[src/rtl/dff_arb_pkg.sv]
// Shared command and FSM state encodings for dff_bank_arbiter.
package dff_arb_pkg;

  localparam logic [1:0] CMD_HOLD  = 2'b00;
  localparam logic [1:0] CMD_LOAD  = 2'b01;
  localparam logic [1:0] CMD_SET   = 2'b10;
  localparam logic [1:0] CMD_CLEAR = 2'b11;

  typedef enum logic [1:0] {
    ST_IDLE    = 2'b00,
    ST_GRANT   = 2'b01,
    ST_RELEASE = 2'b10
  } state_e;

endpackage

[src/rtl/rr_picker.sv]
// Combinational requester picker: first asserted req searching upward from ptr, wrapping at NREQ.
module rr_picker #(
  parameter int NREQ = 4,
  parameter int IW   = 2
) (
  input  logic [NREQ-1:0] req,
  input  logic [IW-1:0]   ptr,
  output logic            valid,
  output logic [IW-1:0]   idx
);

  logic [IW-1:0] k_s;

  // scan all positions from ptr; the first hit is kept
  always_comb begin
    valid = 1'b0;
    idx   = {IW{1'b0}};
    k_s   = {IW{1'b0}};
    for (int i = 0; i < NREQ; i++) begin
      k_s = IW'((int'(ptr) + i) % NREQ);
      if (!valid && req[k_s]) begin
        valid = 1'b1;
        idx   = k_s;
      end else begin
        valid = valid;
      end
    end
  end

endmodule

[src/rtl/dff_bank_arbiter.sv]
// Arbitrates NREQ requesters onto one shared WIDTH-bit flip-flop register.
// Define DFF_ARB_ROUND_ROBIN_EN for round-robin picking; otherwise lowest index wins.
module dff_bank_arbiter
  import dff_arb_pkg::*;
#(
  parameter int WIDTH = 8,
  parameter int NREQ  = 4
) (
  input  logic                    clk,
  input  logic                    reset,
  input  logic [NREQ-1:0]         req,
  input  logic [2*NREQ-1:0]       req_cmd,
  input  logic [WIDTH*NREQ-1:0]   req_data,
  output logic [NREQ-1:0]         gnt,
  output logic                    busy,
  output logic [WIDTH-1:0]        q,
  output logic [WIDTH-1:0]        qbar
);

  localparam int IW = (NREQ > 1) ? $clog2(NREQ) : 1;

  state_e            state_q, state_d;
  logic [IW-1:0]     g_q, g_d;
  logic [NREQ-1:0]   gnt_q, gnt_d;
  logic              busy_q, busy_d;
  logic [WIDTH-1:0]  q_q, q_d;
  logic [IW-1:0]     ptr_s;
  logic              pick_valid_s;
  logic [IW-1:0]     pick_idx_s;
  logic              req_g_s;
  logic [1:0]        cmd_s;
  logic [WIDTH-1:0]  data_s;
  logic              commit_s;

  rr_picker #(.NREQ(NREQ), .IW(IW)) u_picker (
    .req   (req),
    .ptr   (ptr_s),
    .valid (pick_valid_s),
    .idx   (pick_idx_s)
  );

`ifdef DFF_ARB_ROUND_ROBIN_EN
  logic [IW-1:0] ptr_q, ptr_d;

  // an aborted grant leaves the search start where it was
  always_comb begin
    if (commit_s) begin
      if (g_q == IW'(NREQ - 1)) begin
        ptr_d = {IW{1'b0}};
      end else begin
        ptr_d = g_q + IW'(1'b1);
      end
    end else begin
      ptr_d = ptr_q;
    end
  end

  always_ff @(posedge clk) begin
    if (reset) begin
      ptr_q <= {IW{1'b0}};
    end else begin
      ptr_q <= ptr_d;
    end
  end

  assign ptr_s = ptr_q;
`else
  assign ptr_s = {IW{1'b0}};
`endif

  always_comb begin
    req_g_s = 1'b0;
    cmd_s   = CMD_HOLD;
    data_s  = {WIDTH{1'b0}};
    for (int i = 0; i < NREQ; i++) begin
      if (g_q == IW'(i)) begin
        req_g_s = req[i];
        cmd_s   = req_cmd[2*i +: 2];
        data_s  = req_data[WIDTH*i +: WIDTH];
      end else begin
        req_g_s = req_g_s;
      end
    end
  end

  // gnt_d/busy_d describe the state being entered so the outputs are registered
  always_comb begin
    state_d  = state_q;
    g_d      = g_q;
    gnt_d    = {NREQ{1'b0}};
    commit_s = 1'b0;
    case (state_q)
      ST_IDLE: begin
        if (pick_valid_s) begin
          state_d = ST_GRANT;
          g_d     = pick_idx_s;
          for (int i = 0; i < NREQ; i++) begin
            gnt_d[i] = (pick_idx_s == IW'(i));
          end
        end else begin
          state_d = ST_IDLE;
        end
      end
      ST_GRANT: begin
        if (req_g_s) begin
          commit_s = 1'b1;
          state_d  = ST_RELEASE;
        end else begin
          state_d  = ST_IDLE;
        end
      end
      ST_RELEASE: begin
        if (!req_g_s) begin
          state_d = ST_IDLE;
        end else begin
          state_d = ST_RELEASE;
        end
      end
      default: state_d = ST_IDLE;
    endcase
    busy_d = (state_d != ST_IDLE);
  end

  always_ff @(posedge clk) begin
    if (reset) begin
      state_q <= ST_IDLE;
      g_q     <= {IW{1'b0}};
      gnt_q   <= {NREQ{1'b0}};
      busy_q  <= 1'b0;
    end else begin
      state_q <= state_d;
      g_q     <= g_d;
      gnt_q   <= gnt_d;
      busy_q  <= busy_d;
    end
  end

  always_comb begin
    if (commit_s) begin
      case (cmd_s)
        CMD_HOLD:  q_d = q_q;
        CMD_LOAD:  q_d = data_s;
        CMD_SET:   q_d = {WIDTH{1'b1}};
        CMD_CLEAR: q_d = {WIDTH{1'b0}};
        default:   q_d = q_q;
      endcase
    end else begin
      q_d = q_q;
    end
  end

  // the shared D flip-flop bank
  always_ff @(posedge clk) begin
    if (reset) begin
      q_q <= {WIDTH{1'b0}};
    end else begin
      q_q <= q_d;
    end
  end

  assign q    = q_q;
  assign qbar = ~q_q;
  assign gnt  = gnt_q;
  assign busy = busy_q;

endmodule

[config.mk]
export PLATFORM = sky130hd
export DESIGN_NAME = dff_bank_arbiter
export DESIGN_NICKNAME = d
export VERILOG_FILES = /design/src/rtl/dff_arb_pkg.sv /design/src/rtl/rr_picker.sv /design/src/rtl/dff_bank_arbiter.sv
export SDC_FILE = /design/constraint.sdc
export NUM_CORES = 1
export LEC_CHECK = 0
export ABC_AREA = 0
export CAP_MARGIN = 40
export CORE_MARGIN = 3
export CORE_UTILIZATION = 35
export DETAILED_ROUTE_END_ITERATION = 10
export PLACE_DENSITY = 0.79
export SYNTH_ARGS = -nofsm -noshare
export SYNTH_HDL_FRONTEND = slang
export SYNTH_SLANG_ARGS = --single-unit
[constraint.sdc]
create_clock -name clk -period 2.3 [get_ports clk]
set_clock_uncertainty 0.1 [all_clocks]
set_input_delay 0.69 -clock clk [delete_from_list [all_inputs] [get_ports clk]]
set_output_delay 0.69 -clock clk [all_outputs]
set_load 0.01 [all_outputs]
* Word level (Yosys, flattened, before mapping)
Cells that the tools add are included.
** Word-level totals
- Bits in registers :: 17
- Output and inout port bits :: 21
- Logic and storage cells :: 60
** Cells by class
- Eq/ne operators :: 11
- Mux-type cells :: 25
- Bitwise logic cells :: 4
- Reductions and logical operators :: 15
** Operator list (count)
- $mux 8 :: 4
- $pmux 8 s3 :: 1
- $eq 2x2->1 const B :: 7
- $mux 2 :: 7
- $mux 1 :: 12
- $eq 2x1->1 const B :: 4
- $logic_not 2->1 :: 4
- $not 8->8 :: 1
- $pmux 2 s2 :: 1
- $reduce_and 2->1 :: 2
- $logic_and 1x1->1 :: 3
- $logic_not 1->1 :: 3
- $not 1->1 :: 3
- $reduce_or 3->1 :: 1
- $reduce_bool 2->1 :: 1
- $reduce_or 2->1 :: 1

* Logic depth before layout (Yosys ltp)
Gate-level depths: netlist of run 1.
- Depth after elaboration :: 13
- Mapped depth :: 5
- Mapped depth without buffers :: 5

* Modules after synthesis
From an unflattened synthesis of run 1, not the netlist that was laid out.
** Second synthesis, totals
- Cell total of the unflattened synthesis :: 95
- Area total of the unflattened synthesis :: 1012.2 µm²
** Modules (own cells, without submodules)
- dff_bank_arbiter :: times used 1, cells an instance 80, area each 934.6 µm², seq. area each 340.3 µm²
- rr_picker :: times used 1, cells an instance 15, area each 77.6 µm², seq. area each 0.0 µm²

* Worst setup path after synthesis of run 1
OpenSTA, ideal clock, no wires.
- Kind :: input-to-reg
- Start point :: in req_cmd[7]
- End point :: reg q_q[0], in the netlist q[0]
- Setup time :: 0.148 ns
- Arrival time :: 1.667 ns
- Setup slack :: 0.385 ns
- Stages :: 3
- Buffers on the path :: 0
- Cells stage by stage :: mux4_2 o211ai_4 a221oi_2
** Between the ends
- Longest elaborated chain between the ends :: 4
- Elaborated cells between the ends (all ways) :: 8
** Ends and longest elaborated chain
- from (decl) :: line dff_bank_arbiter.sv:12 : input logic [2*NREQ-1:0] req_cmd,
- $mux 2 (*) :: line dff_bank_arbiter.sv:76 : if (g_q == IW'(i)) begin
- parallel branches: the longest is 3 deep, another holds $pmux 8 s3
- to (signal assigned) :: line dff_bank_arbiter.sv:155 : q_q <= {WIDTH{1'b0}};
- to (signal assigned) :: line dff_bank_arbiter.sv:157 : q_q <= q_d;
- to (decl) :: line dff_bank_arbiter.sv:26 : logic [WIDTH-1:0] q_q, q_d;
Mark *: on every way between the ends.
A chain may end at the register's enable or synchronous reset.

* Worst setup path in the final report of run 1
- Start point :: in req[1]
- End point :: reg busy_q, in the netlist busy
** Between the ends
- Longest elaborated chain between the ends :: 11
- Elaborated cells between the ends (all ways) :: 15
** Ends and longest elaborated chain
- from (decl) :: line dff_bank_arbiter.sv:11 : input logic [NREQ-1:0] req,
- $logic_and 1x1->1 :: line rr_picker.sv:21 : if (!valid && req[k_s]) begin
- $mux 1 :: line rr_picker.sv:21
- $logic_not 1->1 :: line rr_picker.sv:21
- $logic_and 1x1->1 :: line rr_picker.sv:21
- $mux 1 :: line rr_picker.sv:21
- $logic_not 1->1 :: line rr_picker.sv:21
- $logic_and 1x1->1 :: line rr_picker.sv:21
- $mux 1 :: line rr_picker.sv:21
- $mux 1 :: line dff_bank_arbiter.sv:94 : if (pick_valid_s) begin
- $pmux 2 s2 (*) :: line dff_bank_arbiter.sv:92 : case (state_q)
- $reduce_bool 2->1 (*) :: line dff_bank_arbiter.sv:121 : busy_d = (state_d != ST_IDLE);
- to (signal assigned) :: line dff_bank_arbiter.sv:134 : busy_q <= busy_d;
- to (decl) :: line dff_bank_arbiter.sv:25 : logic busy_q, busy_d;
Every way passes the cells marked *; elsewhere a longest branch is shown, timed or not.

==> results.txt, run 1 <==
- Result of the run: complete, no violations
- After layout, the worst setup slack is 0.2326 ns.
* Global-route wire length before repair: around 4600 um
- Via density per instance: 5.124
- Counting flops with an async set or reset pin after synthesis yields a share of 0%.
- The first detailed-routing pass took 3 iterations.
- From bottom edge to top edge, the die measures 59.55 um.
* Period Utilization, post-route: 89.88%
* Maximum clock path buffer count: 2
- Yosys reg bits: 17
* Synth Warn #: 0
- Capturing element type of the critical path: flip-flop
* Number of sinks driven by the clock tree: 17
* Vias after detailed routing: 948
* Num CTS Buffers: 3
- CTS placed an instance of sky130_fd_sc_hd__clkbuf_4 at the clock tree root.
- In the final layout, the share of cells above drive strength 1 is 21.94%.
- The number of max-slew violations in the final report came to 0.
- Counting I/O delays and the setup requirement, the final critical path takes 2.067 ns.
* Setup violations, final: 0
- Library cells used by synthesis: 24
* Layer carrying the most global-route usage: met2
* Non-filler instance count after layout: 185
- Detailed placement ended at an HPWL of 2495 um.
* Relative max-transition margin: between 80 and 90%
- Averaged over all synthesized cells, the footprint is 12.24 um2.
* CTS tree: yes
- The number of nets handed over by synthesis was 131.
* Number of synthesized flops with an enable pin: 0
- The detail route stage leaves a number of antenna-violating nets equal to 0.
- Hold Vio Cnt, Final: 0
* Clk slew on worst S/H paths: 0.11 ns
- Clock latency on the worst-skew pair: 0.28 ns
- Summed over all layers, the routed wires come to just under 3000 um.
- Violation count after the first detailed-route iteration: 22
* Maxcap violations: 0
- The initial utilization of the core area, before any placement, comes to 38.74%.
- The number of global-route vias before repair was 989.
- Main flop type after synthesis: sky130_fd_sc_hd__dfxtp_1
- The number of antenna diodes in the final layout is 0.
- CTS built an H-tree with a depth of 1.
* Placer's final routability congestion estimate: 0.7621
- After filler insertion, the fill cell instance count of the layout stands at around 190.
- Row generation in the floorplan step produced 18 rows.
- In the routed design, unresolved DRC markers number 0.
- Netlist area before placement: 1003 um2
- Maximum achievable frequency: between 400 and 500 MHz
- From left edge to right edge, the die measures 59.55 um.
- During placement, the flow inserted port buffers numbering between 60 and 70.
- Global routing consumed, over all layers together, approximately 17% of the routing resources.
* Leakage power figure: 0.6368 nW
- For this run, global-route usage on met3 was measured as 3.050%.
* Signal arrival time at the worst endpoint: 2.15 ns
- In this run the power density over the cells is 508.8 nW/um2.
- Slew at the pin closest to its max-slew limit: roughly 0.25 ns
* Startpoint Class: primary input
- Avg WL per Cell: 15.58 um
* Largest net degree at the start of global routing: 12
- Met1 global-route usage: ~22%
- In this run the register-to-register setup slack is 0.54 ns.
* Number of top-level pins: 67
- IR analysis of the VDD net gives a maximum drop of 362.9 uV.
- Worst setup slack after placement: -0.06550 ns
* Setup repair after global routing missed its margin: false
- Dpl cells: 181
- Met2 layer usage reported by global route: 28.71%
- Once the clock tree was built, the setup fixing pass inserted 0 buffers.
- Syn-to-layout area delta: 76.06%
* Std-Cell Core Area: 2590 um2
- Antenna violations before repair: 0
- The critical path in this run is classified as in2reg.
* Die area: roughly 3500 um2
- In this run, post-CTS repair resized a total of 0 instances.
* Sequential share of the synthesized area: 33.92%
* Worst hold path type: reg2reg
* Largest driver fanout on the critical path: 5
- The tightest hold path in the finished design has a slack of 0.4007 ns.
* Synth Instances: between 80 and 90
- Final nets: 205
* Hold buffers post-CTS: 0
- Req. time, crit path: 2.38 ns
- After global routing the overflow that remains totals 0.
## worst max-delay path: stages
cell and delay [ns]:
sky130_fd_sc_hd__clkdlybuf4s50_1 0.47, sky130_fd_sc_hd__or4_1 0.57, sky130_fd_sc_hd__nor2b_1 0.16, sky130_fd_sc_hd__or2_2 0.26
## metrics by stage
step	total power, mW	TNS, ns	cell area, um2	util, %
floorplan	0.5503	0	1003	-
global placement	0.7414	-0.07916	1739	67.15
detailed placement	0.7491	-0.4024	1739	67.15
CTS	0.9091	0	1767	68.21
global route	0.9509	0	1767	68.21
finish	0.8989	0	1767	68.21
## layout by cell type, fill, tap and decap left out
master                            count
sky130_fd_sc_hd__a211oi_1             1
sky130_fd_sc_hd__a21oi_1              1
sky130_fd_sc_hd__a221oi_1             1
sky130_fd_sc_hd__a221oi_2             8
sky130_fd_sc_hd__and3_1               1
sky130_fd_sc_hd__and3_4               1
sky130_fd_sc_hd__buf_12               1
sky130_fd_sc_hd__buf_4                6
sky130_fd_sc_hd__clkbuf_4             3
sky130_fd_sc_hd__clkdlybuf4s50_1     66
sky130_fd_sc_hd__clkinv_2             1
sky130_fd_sc_hd__dfxtp_1             17
sky130_fd_sc_hd__ha_1                 3
sky130_fd_sc_hd__inv_1               13
sky130_fd_sc_hd__mux4_2              11
sky130_fd_sc_hd__nand2b_1             9
sky130_fd_sc_hd__nor2_1               2
sky130_fd_sc_hd__nor2b_1              1
sky130_fd_sc_hd__nor3_1               1
sky130_fd_sc_hd__nor3b_1              1
sky130_fd_sc_hd__nor4b_1              1
sky130_fd_sc_hd__o211ai_4             1
sky130_fd_sc_hd__o21ai_0              2
sky130_fd_sc_hd__or2_2                2
sky130_fd_sc_hd__or4_1                1
## cell type report
type | instances | area [um2] | area share, %
Tap cell | 30 | 37.54 | 2.125
Clock inverter | 1 | 5.005 | 0.2833
Timing Repair Buffer | 73 | 725.7 | 41.08
Multi-Input combinational cell | 48 | 586.8 | 33.22
Clock buffer | 3 | 22.52 | 1.275
Sequential cell | 17 | 340.3 | 19.26
Inverter | 13 | 48.80 | 2.762
## cells by family after synthesis
group	after synthesis	share of synthesized area [%]
and+or+nand+nor	20	12.84
buffers and inverters	17	7.606
adders and majority gates	3	3.741
AOI/OAI and AO/OA	14	17.21
DFF	17	33.92
muxes	11	24.69
## state kept, by name, indices dropped and copies added (netlist names)
name	count
busy	1
g_q	2
state_q	2
gnt	4
q	8
## worst paths after layout
check,to,cells past startpoint,start
hold / removal,q[7],2,q[7]
setup / recovery,busy,4,req[1]
hold reg to reg,q[7],2,q[7]
setup reg to reg,q[1],3,g_q[0]
## routing by layer
layer | wire (um) | vias to the layer above
met5 | 0 | -
met2 | 1538 | 30
li1 | - | 454
met4 | 45 | 0
met1 | 1173 | 460
met3 | 125 | 4
## cell usage after synthesis (2+ instances only)
cell type | number | share of area, %
sky130_fd_sc_hd__dfxtp_1 | 17 | 34
sky130_fd_sc_hd__a221oi_2 | 8 | 12
sky130_fd_sc_hd__inv_1 | 13 | 4.9
sky130_fd_sc_hd__nand2b_1 | 9 | 5.6
sky130_fd_sc_hd__mux4_2 | 11 | 25
sky130_fd_sc_hd__o21ai_0 | 2 | 1.0
sky130_fd_sc_hd__or2_2 | 2 | 1.2
sky130_fd_sc_hd__nor2_1 | 2 | 0.75
sky130_fd_sc_hd__ha_1 | 3 | 3.7
## where the power goes
group | switching, mW | internal [mW] | total (mW)
logic | 0.151 | 0.246 | 0.397
clock network | 0.0956 | 0.0645 | 0.160
registers | 0.0179 | 0.324 | 0.342
Power figures use the tool's default switching activity.
==> run 2, diff against run 1 <==
- CELL_PAD_IN_SITES_DETAIL_PLACEMENT: default -> 1
- CELL_PAD_IN_SITES_GLOBAL_PLACEMENT: default -> 1
- CORE_UTILIZATION: 35 -> 25
- PLACE_DENSITY: 0.79 -> default
- PLACE_DENSITY_LB_ADDON: default -> 0.1
- SYNTH_HIERARCHICAL: default -> 1
==> run 2 against run 1 <==
  * Combinational power decreased by 8.8%
  * Critical path type unchanged
  * Synthesized cell count increased by 16%
  * Hold slack got worse by 0.0025 ns
  * Sequential cell count unchanged
  * Setup slack got worse by 0.067 ns
  * Largest power group unchanged
  * Power increased by 3.4%
==> results.txt, run 2 <==
- Setup violations, final: 0
- Syn-to-layout area delta: 83.81%
- Die extent in y: 69.63 um
- Area of the multi-input gates: 603.1 um2
* Most numerous cell in the Yosys netlist: sky130_fd_sc_hd__dfxtp_1
* Vias in the first global route: between 1000 and 1500
* Total design power: 929.5 uW
* Setup repair after global routing missed its margin: false
- The total overflow left after global routing is 0.
- Number of top-level pins: 67
* Synthesized area per cell: about 11 um2
* Global-route wire length before repair: 5747 um
- Initial Util: 26.84%
* Dpl cells: 223
- Leading cell type in the layout, fill and taps excluded: sky130_fd_sc_hd__clkdlybuf4s50_1
* Share of async-settable or async-resettable flops after synthesis: 0%
- The floorplan has 22 rows.
- Timing would allow up to about 470 MHz.
* Worst reg2reg path startpoint: g_q[0]
- Critical path's slowest cell: sky130_fd_sc_hd__clkdlybuf4s50_1
- Final nets: about 230
* Num CTS Buffers: 3
- Critical path start-end classification: in2reg
- For this run, global-route usage on met2 was measured as 28.71%.
* Antenna violations before repair: 0
* Setup slack, reg-to-reg: 0.37 ns
* End of the worst register-to-register path: q[6]
* Std-Cell Core Area: between 3000 and 4000 um2
- Fillers: 431
- Once routing completed, OpenROAD measured the worst setup slack at 0.1653 ns.
* Synth Instances: 95
- The run finished with clean final reports.
* Violation count after the first detailed-route iteration: 20
- Counting stages on the worst path, the most repeated cell is sky130_fd_sc_hd__or2_2.
- For this run, global-route usage on met1 was measured as around 16%.
* Yosys top cell area share: 33.62%
* Largest net degree at the start of global routing: 11
* Main flop type after synthesis: sky130_fd_sc_hd__dfxtp_1
- Summing over every cut layer, the via total after detailed routing is 1055.
- In this run the remaining antenna-violating nets after routing total 0.
- At the end of routability-driven placement, the weighted congestion stood at between 0.7 and 0.8.
* Register-to-Register Path Depth: 4
- For this run, the number of Yosys warnings is 6.
* CTS tree: yes
* End-of-flow core utilization: 49.34%
- Count of input and output buffers: between 60 and 70
- Post-route design area: 1861 um2
- Post-detailed-placement cell area: 1814 um2
* Req. time, crit path: 2.34 ns
- The synthesized design contains 17 register bits.
* Buffers inserted during post-CTS setup optimization: 0
- Worst Hold Depth: 2
- In this run the horizontal extent of the chip is just under 70 um.
- The largest total area in the synthesized netlist belongs to sky130_fd_sc_hd__dfxtp_1.
- Netlist area before placement: 1012 um2
- Max-cap violations in this run came to 0.
- Number of sinks driven by the clock tree: 17
* Pins over their slew limit: 0
- In the final routed layout, each cell accounts on average for between 15 and 20 um.
* Share of post-route cells with drive strength above 1: 17.32%
- In this run the static leakage power is 0.7296 nW.
- Maximum clock path buffer count: 2
- Number of gates resized after cts: 0
- After layout, the worst path uses 92.81% of the clock period.
- Worst setup slack after placement: -0.1187 ns
* Worst Hold Endpoint: q[7]
- The number of antenna diodes in the final layout is 0.
- In this run the number of H-tree levels came out at 1.
* Detailed-routing iteration count for the pre-antenna-repair pass: 4
- The number of endpoints with negative hold slack in the final report was 0.
* Worst Path Buf+Inv: 3
- All-Layer GR Usage: roughly 15%
- At the worst endpoint, the arrival time is 2.18 ns.
- Power spread over the standard cell area amounts to 499.6 nW/um2.
* Shortest period the worst path allows: 2.135 ns
- Dividing the detail-routed via count by the number of cells gives approximately 4.6.
- Clk slew on worst S/H paths: 0.07 ns
- Critical hold path startpoint: q[7]
- The wire-length estimate of the detail-placed layout is 3043 um.
- The largest single stage delay on the critical path is 0.43 ns.
- Family with the most delay on the worst path: simple AND/OR/NAND/NOR gates
* Number of synthesized flops with an enable pin: 0
- Hold timing on the final database bottoms out at a slack of 0.3982 ns.
* Root Buffer Master: sky130_fd_sc_hd__clkbuf_8
- The worst-case IR drop observed on VDD is 152.8 uV.
- For the final routed database, the setup TNS stands at 0 ns.
- Most area-consuming cells after synthesis: sky130_fd_sc_hd__dfxtp_1 34%, sky130_fd_sc_hd__mux4_2 20%, sky130_fd_sc_hd__a221oi_1 6.9%
- In this run, post-CTS hold repair placed 0 buffers.
- The die covers ~4800 um2.
- Layer carrying the most global-route usage: met2
- In the final layout, flip-flops and latches occupy between 300 and 400 um2.
* Global-route track usage on met3: 2.754%
- For this run, design rule violations remaining after detail routing come to 0.
* Flip-flop count of the largest register after layout: 8
* List of cells traversed by the critical path: clkdlybuf4s50_1 -> buf_4 -> nor2_1 -> nand3_1 -> nand2_1 -> or2_2 -> inv_1 -> or2_2
- For this block, the routed nets add up to 3486 um of wire.
- The worst setup path is launched from a primary input.
- Worst hold path type: reg2reg
* Top cells by count, synth: 17 x sky130_fd_sc_hd__dfxtp_1, 15 x sky130_fd_sc_hd__inv_1, 9 x sky130_fd_sc_hd__mux4_2, 9 x sky130_fd_sc_hd__nand2b_1, 8 x sky130_fd_sc_hd__a221oi_1
- Top library cells by usage in the layout, fill and taps aside: 66 x sky130_fd_sc_hd__clkdlybuf4s50_1, 17 x sky130_fd_sc_hd__dfxtp_1, 15 x sky130_fd_sc_hd__inv_1
- Sequential cells were found to cover 33.62% of the synthesized design area.
- Largest driver fanout on the critical path: 4
- Counting distinct cell types in the post-synthesis netlist gives 26.
- Capturing element type of the critical path: flip-flop
* Clock latency on the worst-skew pair: 0.25 ns
* Non-filler instance count after layout: 227
-- run 2: per-layer routing --
layer / wire, um / vias up
li1: - / 508
met1: 1393 / 500
met2: 1839 / 43
met3: 199 / 4
met4: 53 / 0
met5: 0 / -
-- run 2: kinds of logic (layout without fill, tap and decap cells) --
logic type / count (synthesis) / in the layout / synth area share (%)
compound gates: 18 / 18 / 13.47
simple gates: 25 / 25 / 14.58
other cells: 1 / 7 / 0.3705
fa+ha+maj: 3 / 3 / 3.709
buf+inv: 20 / 98 / 9.022
flops: 17 / 17 / 33.62
mux: 11 / 11 / 25.22
-- run 2: power by group --
group          internal [mW]  total [mW]  leakage [nW]  switching [mW]
Combinational          0.228       0.362         0.565           0.134
Sequential             0.323       0.343         0.139          0.0193
Clock                  0.120       0.225        0.0255           0.105
Total                  0.672       0.930         0.730           0.258
-- run 2: worst max path at each step --
stage | start | endpoint | slack (ns) | depth (start not counted)
global route | req[3] | busy | 0.05 | 8
finish | req[3] | busy | 0.17 | 8
floorplan | req[1] | q[0] | 0.37 | 4
detailed placement | req[3] | busy | -0.12 | 8
CTS | req[3] | busy | 0.15 | 8
global placement | req[1] | busy | -0.06 | 4
-- run 2: cell type report --
type                    instances  area share, %
clock inverters                 1         0.2690
inverters                      16          3.228
multi-input cells              64          32.41
well taps                      48          3.228
repair buffers                 78          40.35
flip-flops and latches         17          18.29
clock buffers                   3          2.219
-- run 2: worst reg2reg max path: stages, from the launching register on --
cell and delay, ns:
sky130_fd_sc_hd__dfxtp_1 0.43, sky130_fd_sc_hd__buf_4 0.21, sky130_fd_sc_hd__mux4_2 0.62, sky130_fd_sc_hd__nand2b_1 0.19, sky130_fd_sc_hd__a221oi_1 0.28
==> run 3, diff against run 2 <==
- CORE_UTILIZATION: 25 -> 23
- CTS_CLUSTER_SIZE: default -> 8
- clock period: 2.3 -> 1.9 ns (I/O delays scaled with it)
==> run 3 against run 2 <==
  * Register-to-register slack worse by 0.18 ns
  * Routed wire length rose by 10%
  * Design area grew 7.1%
  * Sequential cell count unchanged
  * Critical path depth decreased by 6
  * Combinational power up 34%
  * Final cell count rose by 2.2%
  * Clock-buffer cell count unchanged
  * Non-clock buffer count increased by 2
  * Hold slack got worse by 0.010 ns
  * Die area grew 7.9%
  * Via count up 4.3%
  * Highest routed layer unchanged
==> results.txt, run 3 (synthesis results as in run 2) <==
* Sequential group share of total power: 35.7%
- Startpoint Class: flip-flop
- Among all stages on the critical path, the largest delay is contributed by sky130_fd_sc_hd__clkdlybuf4s50_1.
* Largest driver fanout on the critical path: 2
* Syn-to-layout area delta: 96.91%
- Across all layers, the routed design uses 1100 vias.
- Final nets: roughly 230
- Leakage power figure: 0.7969 nW
- Req. time, crit path: 1.23 ns
- Flip-flop count of the largest register after layout: 8
* Avg WL per Cell: 16.56 um
- The floorplan step defined a die boundary enclosing 5233 um2.
- Depth of the CTS H-tree: 1
- Die extent in y: 72.34 um
* Number of top-level pins: between 60 and 70
* Period Utilization, post-route: 97.92%
- Setup violations, final: 0
- Site row count: 23
- After layout, the minimum clock period comes to 1.860 ns.
- Hold Vio Cnt, Final: 0
- Signal arrival time at the worst endpoint: between 1 and 1.5 ns
- Once layout is complete, the cells apart from fillers number 232.
* All-Layer GR Usage: 15.11%
- Clock network fraction of design power: 22.9%
* Violation count after the first detailed-route iteration: 17
* Antenna Cells: 0
- Antenna-violating nets left: 0
- Cells with a size suffix above 1 make up 26.92% of the layout.
- Detailed placement finished with a half-perimeter wire length of 3012 um.
- Count of input and output buffers: 66
- VDD sags by at most 290.0 uV.
- Die extent in x: 72.34 um
* Maximum clock path buffer count: 2
- Number of DRC violations after detailed routing: 0
* Via density per instance: around 4.7
* CTS tree: yes
- Worst Path Buf+Inv: 2
* Total wire length after detailed routing: 3843 um
- Initial Util: 24.60%
- Number of sinks driven by the clock tree: 17
* Critical path start-end classification: reg2out
* Clock latency on the worst-skew pair: 0.25 ns
- Family with the most delay on the worst path: buffers and inverters
- The share of total power dissipated in combinational logic is slightly above 40%.
- Top library cells by usage in the layout, fill and taps aside: 48 x sky130_fd_sc_hd__clkdlybuf4s50_1, 16 x sky130_fd_sc_hd__dfxtp_1, 15 x sky130_fd_sc_hd__inv_1
* Clk slew on worst S/H paths: about 0.070 ns
- Based on the critical path, the design can be clocked at up to approximately 540 MHz.
- Std-Cell Core Area: between 4000 and 5000 um2
* Vias in the first global route: 1233
* Hold buffers post-CTS: 0
* Power Internal: 832.1 uW
- Detailed-routing iteration count for the pre-antenna-repair pass: 2
- Pins over their slew limit: 0
- Root Buffer Master: sky130_fd_sc_hd__clkbuf_8
* Capturing element type of the critical path: primary output
- Maxcap violations: 0
- In this run, CTS created clock tree buffers numbering 3.
- Worst hold path type: reg2reg
- Overflow left after global routing: 0
- Switch share: between 20% and 30%
* Dpl cells: roughly 230
- Leading cell type in the layout, fill and taps excluded: sky130_fd_sc_hd__clkdlybuf4s50_1
* Setup repair after global routing missed its margin: false
* CP max stage delay: around 0.54 ns
- The tightest hold path in the finished design has a slack of 0.3881 ns.
- Antenna violations before repair: 0
- List of cells traversed by the critical path: inv_1 -> clkdlybuf4s50_1
- The run finished with clean final reports.
* Areal power density over the cells: 588.3 nW/um2
- The analysis attributes to net switching a power of ~340 uW.
- Buffers inserted during post-CTS setup optimization: 0
* Placer's final routability congestion estimate: 0.7750
- Global-route wire length before repair: a little over 6000 um
* Largest net degree at the start of global routing: 11
==> run 3: cell types whose count changed in the layout (fill, tap and decap cells not counted), sizes merged <==
cell           before  now
buf                12   14
dlygate4sd2         0    8
mux4               11   12
dlymetal6s2s        0   10
clkdlybuf4s50      66   48
==> run 3: worst register-to-register path, delay by kind of cell (launching register included) <==
kind | cells | cell delay [ns]
mux | 1 | 0.60
flops | 1 | 0.43
compound gates | 2 | 0.28
buf+inv | 1 | 0.18
==> run 3: worst paths after layout <==
kind	slack, ns	depth (start not counted)	startpoint	to
setup / recovery	0.04	2	q[2]	qbar[2]
hold / removal	0.39	2	q[7]	q[7]
setup reg to reg	0.19	4	g_q[0]	q[6]
hold reg to reg	0.39	2	q[7]	q[7]
==> run 3: area by class of cell <==
type / count / area [um2]
Inverter: 16 / 60.06
Tap cell: 50 / 62.56
Clock inverter: 1 / 5.005
Multi-Input combinational cell: 65 / 690.7
Sequential cell: 17 / 341.6
Timing Repair Buffer: 80 / 792.0
Fill cell: 457 / 2122
Clock buffer: 3 / 41.29
==> run 3: what timing repair did <==
item / 4_1_cts / 5_1_grt
pin swaps: 7 / 2
gates resized for setup: 22 / 17
setup endpoints to repair: 13 / 12
gates cloned: 1 / 0
==> run 3: layer usage <==
layer	up-vias	track usage, %	part of all wire, %
met2	41	27.91	52
met5	-	0	0
met3	8	4.294	6.7
met1	533	16.64	39
li1	518	-	-
met4	0	4.384	1.7
==> run 3: metrics by stage <==
step                setup TNS, ns  total power [mW]  area (um2)  util, %  setup WS, ns
CTS                      -0.04768             1.175        1929    46.88      -0.01373
finish                          0             1.173        1993    48.43       0.03954
floorplan                       0            0.6195        1035        -       0.09370
global route                    0             1.246        1993    48.43     0.0007716
detailed placement         -5.655            0.8756        1832    44.51       -0.4297
global placement           -4.756            0.8655        1832    44.51       -0.3955
==> run 3: power groups by stage <==
stage | Combinational (mW) | Clock [mW] | Sequential, mW
after floorplan | 0.191 | 0 | 0.428
after global placement | 0.442 | 0 | 0.423
after detailed placement | 0.451 | 0 | 0.425
after CTS | 0.475 | 0.280 | 0.419
after global routing | 0.523 | 0.299 | 0.424
final | 0.485 | 0.268 | 0.419
